[src/rtl/instruction_decoder_pkg.sv]
// Shared decode constants for the ID stage: opcodes, R-type functs, flag encodings, ID/EX record.
// Consumers: opcode_flag_decoder and instruction_decoder (optional LOAD_USE_STALL_EN hazard logic).
package instruction_decoder_pkg;

    localparam logic [5:0] OP_RTYPE = 6'b000000;
    localparam logic [5:0] OP_J     = 6'b000010;
    localparam logic [5:0] OP_JAL   = 6'b000011;
    localparam logic [5:0] OP_BEQ   = 6'b000100;
    localparam logic [5:0] OP_BNE   = 6'b000101;
    localparam logic [2:0] OPG_IMM   = 3'b001;
    localparam logic [2:0] OPG_LOAD  = 3'b100;
    localparam logic [2:0] OPG_STORE = 3'b101;

    localparam logic [5:0] FN_SLL  = 6'b000000;
    localparam logic [5:0] FN_SRL  = 6'b000010;
    localparam logic [5:0] FN_SRA  = 6'b000011;
    localparam logic [5:0] FN_SLLV = 6'b000100;
    localparam logic [5:0] FN_SRLV = 6'b000110;
    localparam logic [5:0] FN_SRAV = 6'b000111;
    localparam logic [5:0] FN_JR   = 6'b001000;
    localparam logic [5:0] FN_JALR = 6'b001001;
    localparam logic [5:0] FN_ADDU = 6'b100001;
    localparam logic [5:0] FN_SUBU = 6'b100011;
    localparam logic [5:0] FN_AND  = 6'b100100;
    localparam logic [5:0] FN_OR   = 6'b100101;
    localparam logic [5:0] FN_XOR  = 6'b100110;
    localparam logic [5:0] FN_NOR  = 6'b100111;
    localparam logic [5:0] FN_SLT  = 6'b101010;

    // Flag vector: {pc_modify, link_ret, addr_type[1:0], inmediate, mem_op}
    localparam logic [5:0] FLG_NONE   = 6'b000000;
    localparam logic [5:0] FLG_RTYPE  = 6'b000000;
    localparam logic [5:0] FLG_JR     = 6'b100000;
    localparam logic [5:0] FLG_JALR   = 6'b110000;
    localparam logic [5:0] FLG_IMM    = 6'b000010;
    localparam logic [5:0] FLG_MEM    = 6'b000011;
    localparam logic [5:0] FLG_BRANCH = 6'b101010;
    localparam logic [5:0] FLG_J      = 6'b100100;
    localparam logic [5:0] FLG_JAL    = 6'b110100;

    typedef struct packed {
        logic        valid;
        logic [5:0]  flags;
        logic [5:0]  funct;
        logic [4:0]  link_reg;
        logic [4:0]  addr_reg;
        logic [4:0]  rs;
        logic [4:0]  rt;
        logic [4:0]  rd;
        logic [4:0]  shamt;
        logic [15:0] imm;
        logic [25:0] target;
    } dec_out_t;

    localparam dec_out_t BUBBLE = '0;

    function automatic logic is_alu_funct(input logic [5:0] fn);
        logic ok;
        case (fn)
            FN_SLL, FN_SRL, FN_SRA, FN_SLLV, FN_SRLV, FN_SRAV,
            FN_ADDU, FN_SUBU, FN_AND, FN_OR, FN_XOR, FN_NOR, FN_SLT: ok = 1'b1;
            default: ok = 1'b0;
        endcase
        return ok;
    endfunction

endpackage

[src/rtl/instruction_decoder_if.sv]
// Fetch-side inputs and ID/EX-side outputs of the decode stage.
interface instruction_decoder_if;
    logic [31:0] i_instr;
    logic        i_instr_valid;
    logic        i_ex_stall;
    logic        i_flush;
    logic        o_stall;
    logic        o_valid;
    logic        o_illegal;
    logic [5:0]  o_funct;
    logic        o_flg_pc_modify;
    logic        o_flg_link_ret;
    logic [1:0]  o_flg_addr_type;
    logic        o_flg_inmediate;
    logic        o_flg_mem_op;
    logic [4:0]  o_link_reg;
    logic [4:0]  o_addr_reg;
    logic [4:0]  o_rs;
    logic [4:0]  o_rt;
    logic [4:0]  o_rd;
    logic [4:0]  o_shamt;
    logic [15:0] o_imm;
    logic [25:0] o_target;

    modport slave (
        input  i_instr, i_instr_valid, i_ex_stall, i_flush,
        output o_stall, o_valid, o_illegal, o_funct,
               o_flg_pc_modify, o_flg_link_ret, o_flg_addr_type, o_flg_inmediate, o_flg_mem_op,
               o_link_reg, o_addr_reg, o_rs, o_rt, o_rd, o_shamt, o_imm, o_target
    );

    modport master (
        output i_instr, i_instr_valid, i_ex_stall, i_flush,
        input  o_stall, o_valid, o_illegal, o_funct,
               o_flg_pc_modify, o_flg_link_ret, o_flg_addr_type, o_flg_inmediate, o_flg_mem_op,
               o_link_reg, o_addr_reg, o_rs, o_rt, o_rd, o_shamt, o_imm, o_target
    );
endinterface

[src/rtl/instruction_decoder_opcode_flag_decoder.sv]
// Purely combinational opcode/funct classifier: flag vector, forwarded funct,
// link/address registers and a legal bit for one raw MIPS instruction.
module opcode_flag_decoder
    import instruction_decoder_pkg::*;
(
    input  logic [31:0] instr,
    output logic [5:0]  flags,
    output logic [5:0]  funct,
    output logic [4:0]  link_reg,
    output logic [4:0]  addr_reg,
    output logic        legal
);
    logic [5:0] opcode;
    logic [5:0] fn;
    logic [4:0] rs;
    logic [4:0] rd;
    logic       unused_bits;

    assign opcode      = instr[31:26];
    assign fn          = instr[5:0];
    assign rs          = instr[25:21];
    assign rd          = instr[15:11];
    assign unused_bits = ^{instr[20:16], instr[10:6]};

    // Classify the encoding; anything not recognised is reported as illegal with zero flags.
    always_comb begin
        flags    = FLG_NONE;
        funct    = 6'd0;
        link_reg = 5'd0;
        addr_reg = 5'd0;
        legal    = 1'b1;
        casez (opcode)
            OP_RTYPE: begin
                funct = fn;
                if (fn == FN_JR) begin
                    flags    = FLG_JR;
                    addr_reg = rs;
                end else if (fn == FN_JALR) begin
                    flags    = FLG_JALR;
                    link_reg = rd;
                    addr_reg = rs;
                end else if (is_alu_funct(fn)) begin
                    flags = FLG_RTYPE;
                end else begin
                    funct = 6'd0;
                    legal = 1'b0;
                end
            end
            {OPG_IMM, 3'b???}: begin
                flags = FLG_IMM;
                funct = {3'b000, opcode[2:0]};
            end
            {OPG_LOAD, 3'b???}, {OPG_STORE, 3'b???}: begin
                flags = FLG_MEM;
                funct = opcode;
            end
            OP_BEQ, OP_BNE: begin
                flags = FLG_BRANCH;
                funct = opcode;
            end
            OP_J: begin
                flags = FLG_J;
                funct = opcode;
            end
            OP_JAL: begin
                flags    = FLG_JAL;
                funct    = opcode;
                link_reg = 5'd31;
            end
            default: begin
                flags = FLG_NONE;
                legal = 1'b0;
            end
        endcase
    end
endmodule

[src/rtl/instruction_decoder.sv]
// ID stage: decodes i_instr into the ID/EX register, handles flush/stall/bubbles.
// Define LOAD_USE_STALL_EN to enable load-use hazard detection (otherwise load_use is tied 0).
module instruction_decoder
    import instruction_decoder_pkg::*;
(
    input  logic                        i_clk,
    input  logic                        i_reset,
    instruction_decoder_if.slave        bus
);
    logic [5:0] dec_flags;
    logic [5:0] dec_funct;
    logic [4:0] dec_link_reg;
    logic [4:0] dec_addr_reg;
    logic       dec_legal;
    logic       load_use;
    dec_out_t   out_d;
    dec_out_t   out_q;
    logic       illegal_d;
    logic       illegal_q;

    opcode_flag_decoder u_opcode_flag_decoder (
        .instr    (bus.i_instr),
        .flags    (dec_flags),
        .funct    (dec_funct),
        .link_reg (dec_link_reg),
        .addr_reg (dec_addr_reg),
        .legal    (dec_legal)
    );

`ifdef LOAD_USE_STALL_EN
    // A load in ID/EX whose destination is read by the incoming instruction.
    assign load_use = out_q.valid & out_q.flags[0] & (out_q.funct[5:3] == OPG_LOAD)
                    & (out_q.rt != 5'd0) & bus.i_instr_valid
                    & ((bus.i_instr[25:21] == out_q.rt) | (bus.i_instr[20:16] == out_q.rt));
`else
    assign load_use = 1'b0;
`endif

    assign bus.o_stall = ~bus.i_flush & (bus.i_ex_stall | load_use);

    // Next ID/EX contents: flush > hold > load-use bubble > accept.
    always_comb begin
        out_d     = out_q;
        illegal_d = 1'b0;
        if (bus.i_flush) begin
            out_d = BUBBLE;
        end else if (bus.i_ex_stall) begin
            out_d = out_q;
        end else if (load_use) begin
            out_d = BUBBLE;
        end else if (bus.i_instr_valid && dec_legal) begin
            out_d.valid    = 1'b1;
            out_d.flags    = dec_flags;
            out_d.funct    = dec_funct;
            out_d.link_reg = dec_link_reg;
            out_d.addr_reg = dec_addr_reg;
            out_d.rs       = bus.i_instr[25:21];
            out_d.rt       = bus.i_instr[20:16];
            out_d.rd       = bus.i_instr[15:11];
            out_d.shamt    = bus.i_instr[10:6];
            out_d.imm      = bus.i_instr[15:0];
            out_d.target   = bus.i_instr[25:0];
        end else if (bus.i_instr_valid) begin
            out_d     = BUBBLE;
            illegal_d = 1'b1;
        end else begin
            out_d = BUBBLE;
        end
    end

    // ID/EX boundary register with synchronous reset.
    always_ff @(posedge i_clk) begin
        if (i_reset) begin
            out_q     <= BUBBLE;
            illegal_q <= 1'b0;
        end else begin
            out_q     <= out_d;
            illegal_q <= illegal_d;
        end
    end

    assign bus.o_valid         = out_q.valid;
    assign bus.o_illegal       = illegal_q;
    assign bus.o_funct         = out_q.funct;
    assign bus.o_flg_pc_modify = out_q.flags[5];
    assign bus.o_flg_link_ret  = out_q.flags[4];
    assign bus.o_flg_addr_type = out_q.flags[3:2];
    assign bus.o_flg_inmediate = out_q.flags[1];
    assign bus.o_flg_mem_op    = out_q.flags[0];
    assign bus.o_link_reg      = out_q.link_reg;
    assign bus.o_addr_reg      = out_q.addr_reg;
    assign bus.o_rs            = out_q.rs;
    assign bus.o_rt            = out_q.rt;
    assign bus.o_rd            = out_q.rd;
    assign bus.o_shamt         = out_q.shamt;
    assign bus.o_imm           = out_q.imm;
    assign bus.o_target        = out_q.target;
endmodule
[src/flat_wrapper.sv]
// flat-port wrapper written by rule: the top's interface ports become plain ports
module instruction_decoder_flat import instruction_decoder_pkg::*;
  (i_clk, i_reset, bus_i_instr, bus_i_instr_valid, bus_i_ex_stall, bus_i_flush, bus_o_stall, bus_o_valid, bus_o_illegal, bus_o_funct, bus_o_flg_pc_modify, bus_o_flg_link_ret, bus_o_flg_addr_type, bus_o_flg_inmediate, bus_o_flg_mem_op, bus_o_link_reg, bus_o_addr_reg, bus_o_rs, bus_o_rt, bus_o_rd, bus_o_shamt, bus_o_imm, bus_o_target);
  instruction_decoder_if bus_i ();
  input  logic i_clk;
  input  logic i_reset;
  input wire logic [$bits(bus_i.i_instr)-1:0] bus_i_instr;
  input wire logic [$bits(bus_i.i_instr_valid)-1:0] bus_i_instr_valid;
  input wire logic [$bits(bus_i.i_ex_stall)-1:0] bus_i_ex_stall;
  input wire logic [$bits(bus_i.i_flush)-1:0] bus_i_flush;
  output wire logic [$bits(bus_i.o_stall)-1:0] bus_o_stall;
  output wire logic [$bits(bus_i.o_valid)-1:0] bus_o_valid;
  output wire logic [$bits(bus_i.o_illegal)-1:0] bus_o_illegal;
  output wire logic [$bits(bus_i.o_funct)-1:0] bus_o_funct;
  output wire logic [$bits(bus_i.o_flg_pc_modify)-1:0] bus_o_flg_pc_modify;
  output wire logic [$bits(bus_i.o_flg_link_ret)-1:0] bus_o_flg_link_ret;
  output wire logic [$bits(bus_i.o_flg_addr_type)-1:0] bus_o_flg_addr_type;
  output wire logic [$bits(bus_i.o_flg_inmediate)-1:0] bus_o_flg_inmediate;
  output wire logic [$bits(bus_i.o_flg_mem_op)-1:0] bus_o_flg_mem_op;
  output wire logic [$bits(bus_i.o_link_reg)-1:0] bus_o_link_reg;
  output wire logic [$bits(bus_i.o_addr_reg)-1:0] bus_o_addr_reg;
  output wire logic [$bits(bus_i.o_rs)-1:0] bus_o_rs;
  output wire logic [$bits(bus_i.o_rt)-1:0] bus_o_rt;
  output wire logic [$bits(bus_i.o_rd)-1:0] bus_o_rd;
  output wire logic [$bits(bus_i.o_shamt)-1:0] bus_o_shamt;
  output wire logic [$bits(bus_i.o_imm)-1:0] bus_o_imm;
  output wire logic [$bits(bus_i.o_target)-1:0] bus_o_target;
  assign bus_i.i_instr = bus_i_instr;
  assign bus_i.i_instr_valid = bus_i_instr_valid;
  assign bus_i.i_ex_stall = bus_i_ex_stall;
  assign bus_i.i_flush = bus_i_flush;
  assign bus_o_stall = bus_i.o_stall;
  assign bus_o_valid = bus_i.o_valid;
  assign bus_o_illegal = bus_i.o_illegal;
  assign bus_o_funct = bus_i.o_funct;
  assign bus_o_flg_pc_modify = bus_i.o_flg_pc_modify;
  assign bus_o_flg_link_ret = bus_i.o_flg_link_ret;
  assign bus_o_flg_addr_type = bus_i.o_flg_addr_type;
  assign bus_o_flg_inmediate = bus_i.o_flg_inmediate;
  assign bus_o_flg_mem_op = bus_i.o_flg_mem_op;
  assign bus_o_link_reg = bus_i.o_link_reg;
  assign bus_o_addr_reg = bus_i.o_addr_reg;
  assign bus_o_rs = bus_i.o_rs;
  assign bus_o_rt = bus_i.o_rt;
  assign bus_o_rd = bus_i.o_rd;
  assign bus_o_shamt = bus_i.o_shamt;
  assign bus_o_imm = bus_i.o_imm;
  assign bus_o_target = bus_i.o_target;
  instruction_decoder u_core (.i_clk(i_clk), .i_reset(i_reset), .bus(bus_i));
endmodule
[config.mk]
export PLATFORM = sky130hd
export DESIGN_NAME = instruction_decoder_flat
export DESIGN_NICKNAME = d
export VERILOG_FILES = /design/src/rtl/instruction_decoder_pkg.sv /design/src/rtl/instruction_decoder_if.sv /design/src/rtl/instruction_decoder_opcode_flag_decoder.sv /design/src/rtl/instruction_decoder.sv /design/src/flat_wrapper.sv
export SDC_FILE = /design/constraint.sdc
export NUM_CORES = 1
export LEC_CHECK = 0
export ABC_CLOCK_PERIOD_IN_PS = 5450
export BUFFER_PORTS_ARGS = -buffer_cell sky130_fd_sc_hd__buf_2
export CORE_MARGIN = 4
export CORE_UTILIZATION = 48
export DETAILED_ROUTE_END_ITERATION = 8
export PLACE_DENSITY = 0.84
export SYNTH_ARGS = -nofsm -noshare
export SYNTH_HDL_FRONTEND = slang
export SYNTH_HIERARCHICAL = 1
export SYNTH_SLANG_ARGS = --single-unit
[constraint.sdc]
create_clock -name i_clk -period 5.45 [get_ports i_clk]
set_input_delay 1.09 -clock i_clk [delete_from_list [all_inputs] [get_ports i_clk]]
set_output_delay 1.09 -clock i_clk [all_outputs]
set_load 0.05 [all_outputs]
Word level (Yosys, flattened, before mapping)
Memory sizes are Yosys's and may differ from the RTL's.
Cells that the tools add are included.
{"block": "word_totals", "out_inout_bits": 87, "inputBits": 37, "register_bits": 86, "n_memories": 1, "romBits": 64, "word_cells": 54}
{"memory": "(no name shown)", "words": 64, "width": 1, "read_ports": 1, "rd_clocked_by_memory_dff": 0, "wr": 0, "line_no": "instruction_decoder_pkg.sv:59", "rtl": "case (fn)"}
{"block": "op_classes", "n_reduce_logical": 8, "n_eq_ne": 9, "bitwise_logic": 2, "muxes": 22}
{"op": "two-way mux 85 bit", "n": 1}
{"op": "one-hot mux 6 bit (6 select lines)", "n": 1}
{"op": "two-way mux 6 bit", "n": 5}
{"op": "two-way mux 5 bit", "n": 5}
{"op": "one-hot mux 6 bit (3 select lines)", "n": 1}
{"op": "== test 6 x 2 -> 1 bit (second input constant)", "n": 2}
{"op": "== test 6 x 3 -> 1 bit (second input constant)", "n": 2}
{"op": "== test 6 x 4 -> 1 bit (second input constant)", "n": 2}
{"op": "one-hot mux 5 bit (2 select lines)", "n": 1}
{"op": "two-way mux 1 bit", "n": 7}
{"op": "OR reduction 7 bit", "n": 1}
{"op": "== test 3 bit (second input constant)", "n": 2}
{"op": "logical NOT 6 bit", "n": 1}
{"op": "OR reduction 2 bit", "n": 3}
{"op": "OR reduction 6 bit", "n": 1}
{"op": "OR reduction 4 bit", "n": 1}
{"op": "== test 3 x 1 -> 1 bit (second input constant)", "n": 1}
{"op": "one-hot mux 1 bit (2 select lines)", "n": 1}
{"op": "bitwise AND 1 bit", "n": 1}
{"op": "logical AND 1 bit", "n": 1}
{"op": "NOT 1 bit", "n": 1}

Longest topological paths before layout
{"block": "logic_depth", "ltp_word": 10, "mapped_depth": 8, "ltp_nobuf": 5}

By module
Netlist, hierarchy kept.
{"module": "instruction_decoder", "seq_area_each_um2": 1001.0, "area_each_um2": 1904.3, "instances": 1, "cells_per_inst": 157}
{"module": "opcode_flag_decoder", "seq_area_each_um2": 0.0, "area_each_um2": 465.4, "instances": 1, "cells_per_inst": 62}

Worst setup path before layout
OpenSTA, ideal clock, no wires.
{"block": "synth_path", "path_type": "input port to flip-flop", "startpoint": "in bus_i_instr[31]", "endpoint": "reg u_core.out_q, in the netlist u_core/bus.o_valid", "arrival_ps": 2852, "setup_ps": 86, "n_path_buf": 2, "path_stages": 7, "slack_ps": 2512, "t_required_ps": 5364, "cell_sequence": "or4_4 > nor3_1 > a31o_2 > clkbuf_1 > buf_2 > nand3b_1 > a211oi_1"}
{"block": "synth_between", "elab_chain_len": 5, "word_cells_on_any_way": 12, "classes_between": "7 x eq/ne; 2 x mux; 3 x reduce/logical"}
{"item": "start: declaration", "line_no": "flat_wrapper.sv:7", "rtl": "input wire logic [$bits(bus_i.i_instr)-1:0] bus_i_instr;"}
{"item": "== test 6 x 2 -> 1 bit (tied with other cells)", "line_no": "instruction_decoder_opcode_flag_decoder.sv:32", "rtl": "casez (opcode)"}
{"item": "OR reduction 7 bit (no line)"}
{"item": "one-hot mux 1 bit (2 select lines) *", "line_no": "instruction_decoder_opcode_flag_decoder.sv:32"}
{"item": "via u_core.dec_legal", "line_no": "instruction_decoder.sv:14", "rtl": "logic dec_legal;"}
{"item": "logical AND 1 bit *", "line_no": "instruction_decoder.sv:51", "rtl": "end else if (bus.i_instr_valid && dec_legal) begin"}
{"item": "two-way mux 85 bit *", "line_no": "instruction_decoder.sv:51"}
{"item": "end signal: assignment", "line_no": "instruction_decoder.sv:77", "rtl": "out_q <= out_d;"}
{"item": "end: declaration", "line_no": "instruction_decoder.sv:17", "rtl": "dec_out_t out_q;"}
Mark *: on every way through the listed nets, which the timed path passes. The rest lies on a longest branch.
A chain may end at the register's enable or synchronous reset.

Final worst setup path
Ends and elaborated chain as after synthesis.

==> impl_metrics.json <==
{
  "status": "finished, final reports clean",
  "p_sw_uw": 178,
  "fin_ws_ps": 2080,
  "final_cell_mix": "buf_2, a32o_1, dfxtp_1",
  "fin_crit_ps": 3370,
  "cp.arrival_ps": 3590,
  "endpoint": "u_core/bus.o_valid$_SDFFE_PP0N_",
  "hp-class": "reg2reg",
  "n_antenna_cell": 0,
  "crit_type": "in2reg",
  "layout-drive-gt1-share_pct": 50.0,
  "row_count": 25,
  "ctsRootBufferMaster": "clkbuf_8",
  "fp.dieW_um": 78.3,
  "syn_inst": 219,
  "cts_max_level": 2,
  "avgSynthCellArea_um2": 10.8,
  "drv_slew": 0,
  "ant_nets": 0,
  "final_common_cell": "buf_2",
  "layout.nets": 332,
  "yosys.area.top_type": "dfxtp_1",
  "route.detailed.drc": 0,
  "largest_register_ffs": 7,
  "clk_pin_slew_ps": 90,
  "firstDrtPassIters": 4,
  "netSwitchingFraction_pct": 23.1,
  "avgRoutedWirePerCell_um": 15.6,
  "synth.area.top_cells": "dfxtp_1, a32o_1, buf_4, nor3b_2, a21o_1",
  "ir_drop_mv": 0.118,
  "fin_total_pwr_uw": 769,
  "power_frac_clock_pct": 40.2,
  "synth_cell_types": 37,
  "leakage_uw": 0.00139,
  "worstPathRequired_ps": 5660,
  "worstReg2RegStart": "u_core/bus.o_valid$_SDFFE_PP0N_",
  "routabilityCongestion": 0.882,
  "insertion_delay_ps": 290,
  "clock-sinks": 50,
  "drt-initial-drc-count": 79,
  "finalSetupViolations": 0,
  "first_global_vias": 1799,
  "synth_edf_count": 0,
  "fmax_mhz": 297,
  "syn_nets": 256,
  "powerDensity_nw_per_um2": 270,
  "fill_cells": 441,
  "fin_skew_ps": 0,
  "tightest_slew_ps": 1030,
  "cts_tree": "done",
  "maxCapViolCount": 0,
  "cts_resized": 0,
  "fin_tns_setup_ps": 0,
  "numCtsBuffers": 5,
  "startpoint": "bus_i_instr[31]",
  "reg2reg_to": "u_core/bus.o_valid$_SDFFE_PP0N_",
  "critPathLaunchType": "input pin",
  "boundaryPins": 124,
  "antenna_found_initial": 0,
  "layout_worst_path_cycle_share_pct": 61.9,
  "dieArea_um2": 6130,
  "multi_input_area_um2": 990,
  "cts_hold_buffers": 0,
  "rsz0062_at_grt": "false",
  "synthesis.area_um2": 2370,
  "postCtsSetupRepairBufs": 0,
  "start_util_pct": 49.8,
  "yosysSeqAreaShare_pct": 42.2,
  "power_frac_seq_pct": 48.1,
  "power.internal_uw": 591,
  "hold_viol_final": 0,
  "areaGrowthSynthToFinish_pct": 20.3,
  "slew_headroom_pct": 31.1,
  "synthFlopType": "dfxtp_1",
  "port_buffers": 123,
  "core-area_um2": 4750,
  "crit_fanout": 50,
  "routed_wl_um": 5670,
  "grt_pass1_wl_um": 8710,
  "cts_buffer_depth": 2,
  "die_h_um": 78.3,
  "dp_hpwl_um": 4080,
  "viasPerCell": 5.61,
  "grt-ovfl-total": 0,
  "vias": 2035,
  "yosysWarnings": 6,
  "ff_latch_area_um2": 1000,
  "ys_ff_latch": 50,
  "grt_max_degree": 51,
  "p_comb_share_pct": 11.8,
  "post-place-ws_ps": 1770,
  "async_flop_share_pct": 0,
  "yosysTopAreaCellShare_pct": 42.2,
  "reg2reg_depth": 2,
  "crit_path_end_kind": "flip-flop",
  "fin_util_pct": 60.0,
  "r2r_slack_ps": 4790,
  "grt_usage_pct": 17.5
}
## final cells by class
cell class / count / share of cell area (%)
Sequential cell: 50 / 35.1
Multi-Input combinational cell: 112 / 34.7
Timing Repair Buffer: 125 / 22.1
Tap cell: 67 / 2.94
Clock buffer: 6 / 2.90
Clock inverter: 2 / 2.11
Inverter: 1 / 0.132
## power by group through the flow
| stage | logic (µW) | clock network (µW) | registers (µW) |
|---|---|---|---|
| after global routing | 96.8 | 339 | 370 |
| after CTS | 90.8 | 317 | 370 |
| final | 90.6 | 309 | 370 |
| after detailed placement | 90.7 | 0 | 378 |
| after global placement | 89.6 | 0 | 378 |
| after floorplan | 53.6 | 0 | 389 |
## worst max-delay path, stage by stage
cell	delay, ps
buf_2	110
or4_4	580
nor3_1	470
a31o_2	930
nand3b_1	140
a211oi_1	270
## cell usage after synthesis (2+ instances only)
| cell type | n |
|---|---|
| a32o_1 | 50 |
| dfxtp_1 | 50 |
| buf_4 | 40 |
| clkbuf_1 | 9 |
| a21o_1 | 6 |
| nand2b_1 | 6 |
| nor2_1 | 6 |
| nor3b_2 | 6 |
| buf_2 | 5 |
| nor2b_1 | 4 |
| a21oi_1 | 3 |
| a31o_2 | 2 |
| a31oi_1 | 2 |
| buf_6 | 2 |
| nand2_1 | 2 |
| nor3_1 | 2 |
| nor4b_1 | 2 |
| o21bai_1 | 2 |
| or2_2 | 2 |
## layer usage
metal	up-vias	wire length [µm]	track usage, %
li1	963	-	-
met1	974	2380	21.5
met2	94	2820	31.0
met3	4	447	3.67
met4	0	25	4.55
met5	-	0	0
## kinds of logic (layout without fill, tap and decap cells)
logic type / after synthesis / count (layout) / share of synthesized area (%)
other cells: 1 / 1 / 0.158
compound gates: 71 / 71 / 27.6
xor+xnor: 1 / 1 / 0.370
buf+inv: 57 / 134 / 16.3
simple gates: 39 / 39 / 13.4
flops: 50 / 50 / 42.2
## how the worst min path moves through the flow
stage                                            start                                 endpoint  slack (ps)  depth (start not counted)
5_1_grt             u_core/bus.o_funct[5]$_SDFFE_PP0N_       u_core/bus.o_funct[5]$_SDFFE_PP0N_         490                          1
2_1_floorplan          u_core/bus.o_valid$_SDFFE_PP0N_          u_core/bus.o_valid$_SDFFE_PP0N_         680                          2
3_5_place_dp        u_core/bus.o_funct[4]$_SDFFE_PP0N_       u_core/bus.o_funct[4]$_SDFFE_PP0N_         450                          1
4_1_cts             u_core/bus.o_funct[4]$_SDFFE_PP0N_       u_core/bus.o_funct[4]$_SDFFE_PP0N_         470                          1
6_report            u_core/bus.o_funct[4]$_SDFFE_PP0N_       u_core/bus.o_funct[4]$_SDFFE_PP0N_         470                          1
3_3_place_gp   u_core/bus.o_flg_pc_modify$_SDFFE_PP0N_  u_core/bus.o_flg_pc_modify$_SDFFE_PP0N_         440                          1
## metrics by stage
step	instance area [µm²]	std cells	hold slack [ps]
6_report	2850	363	467
5_1_grt	2850	363	489
4_1_cts	2850	363	469
3_5_place_dp	2710	355	448
3_3_place_gp	2710	355	445
2_1_floorplan	2370	219	680
No activity file was read; power rests on OpenSTA's default activity.
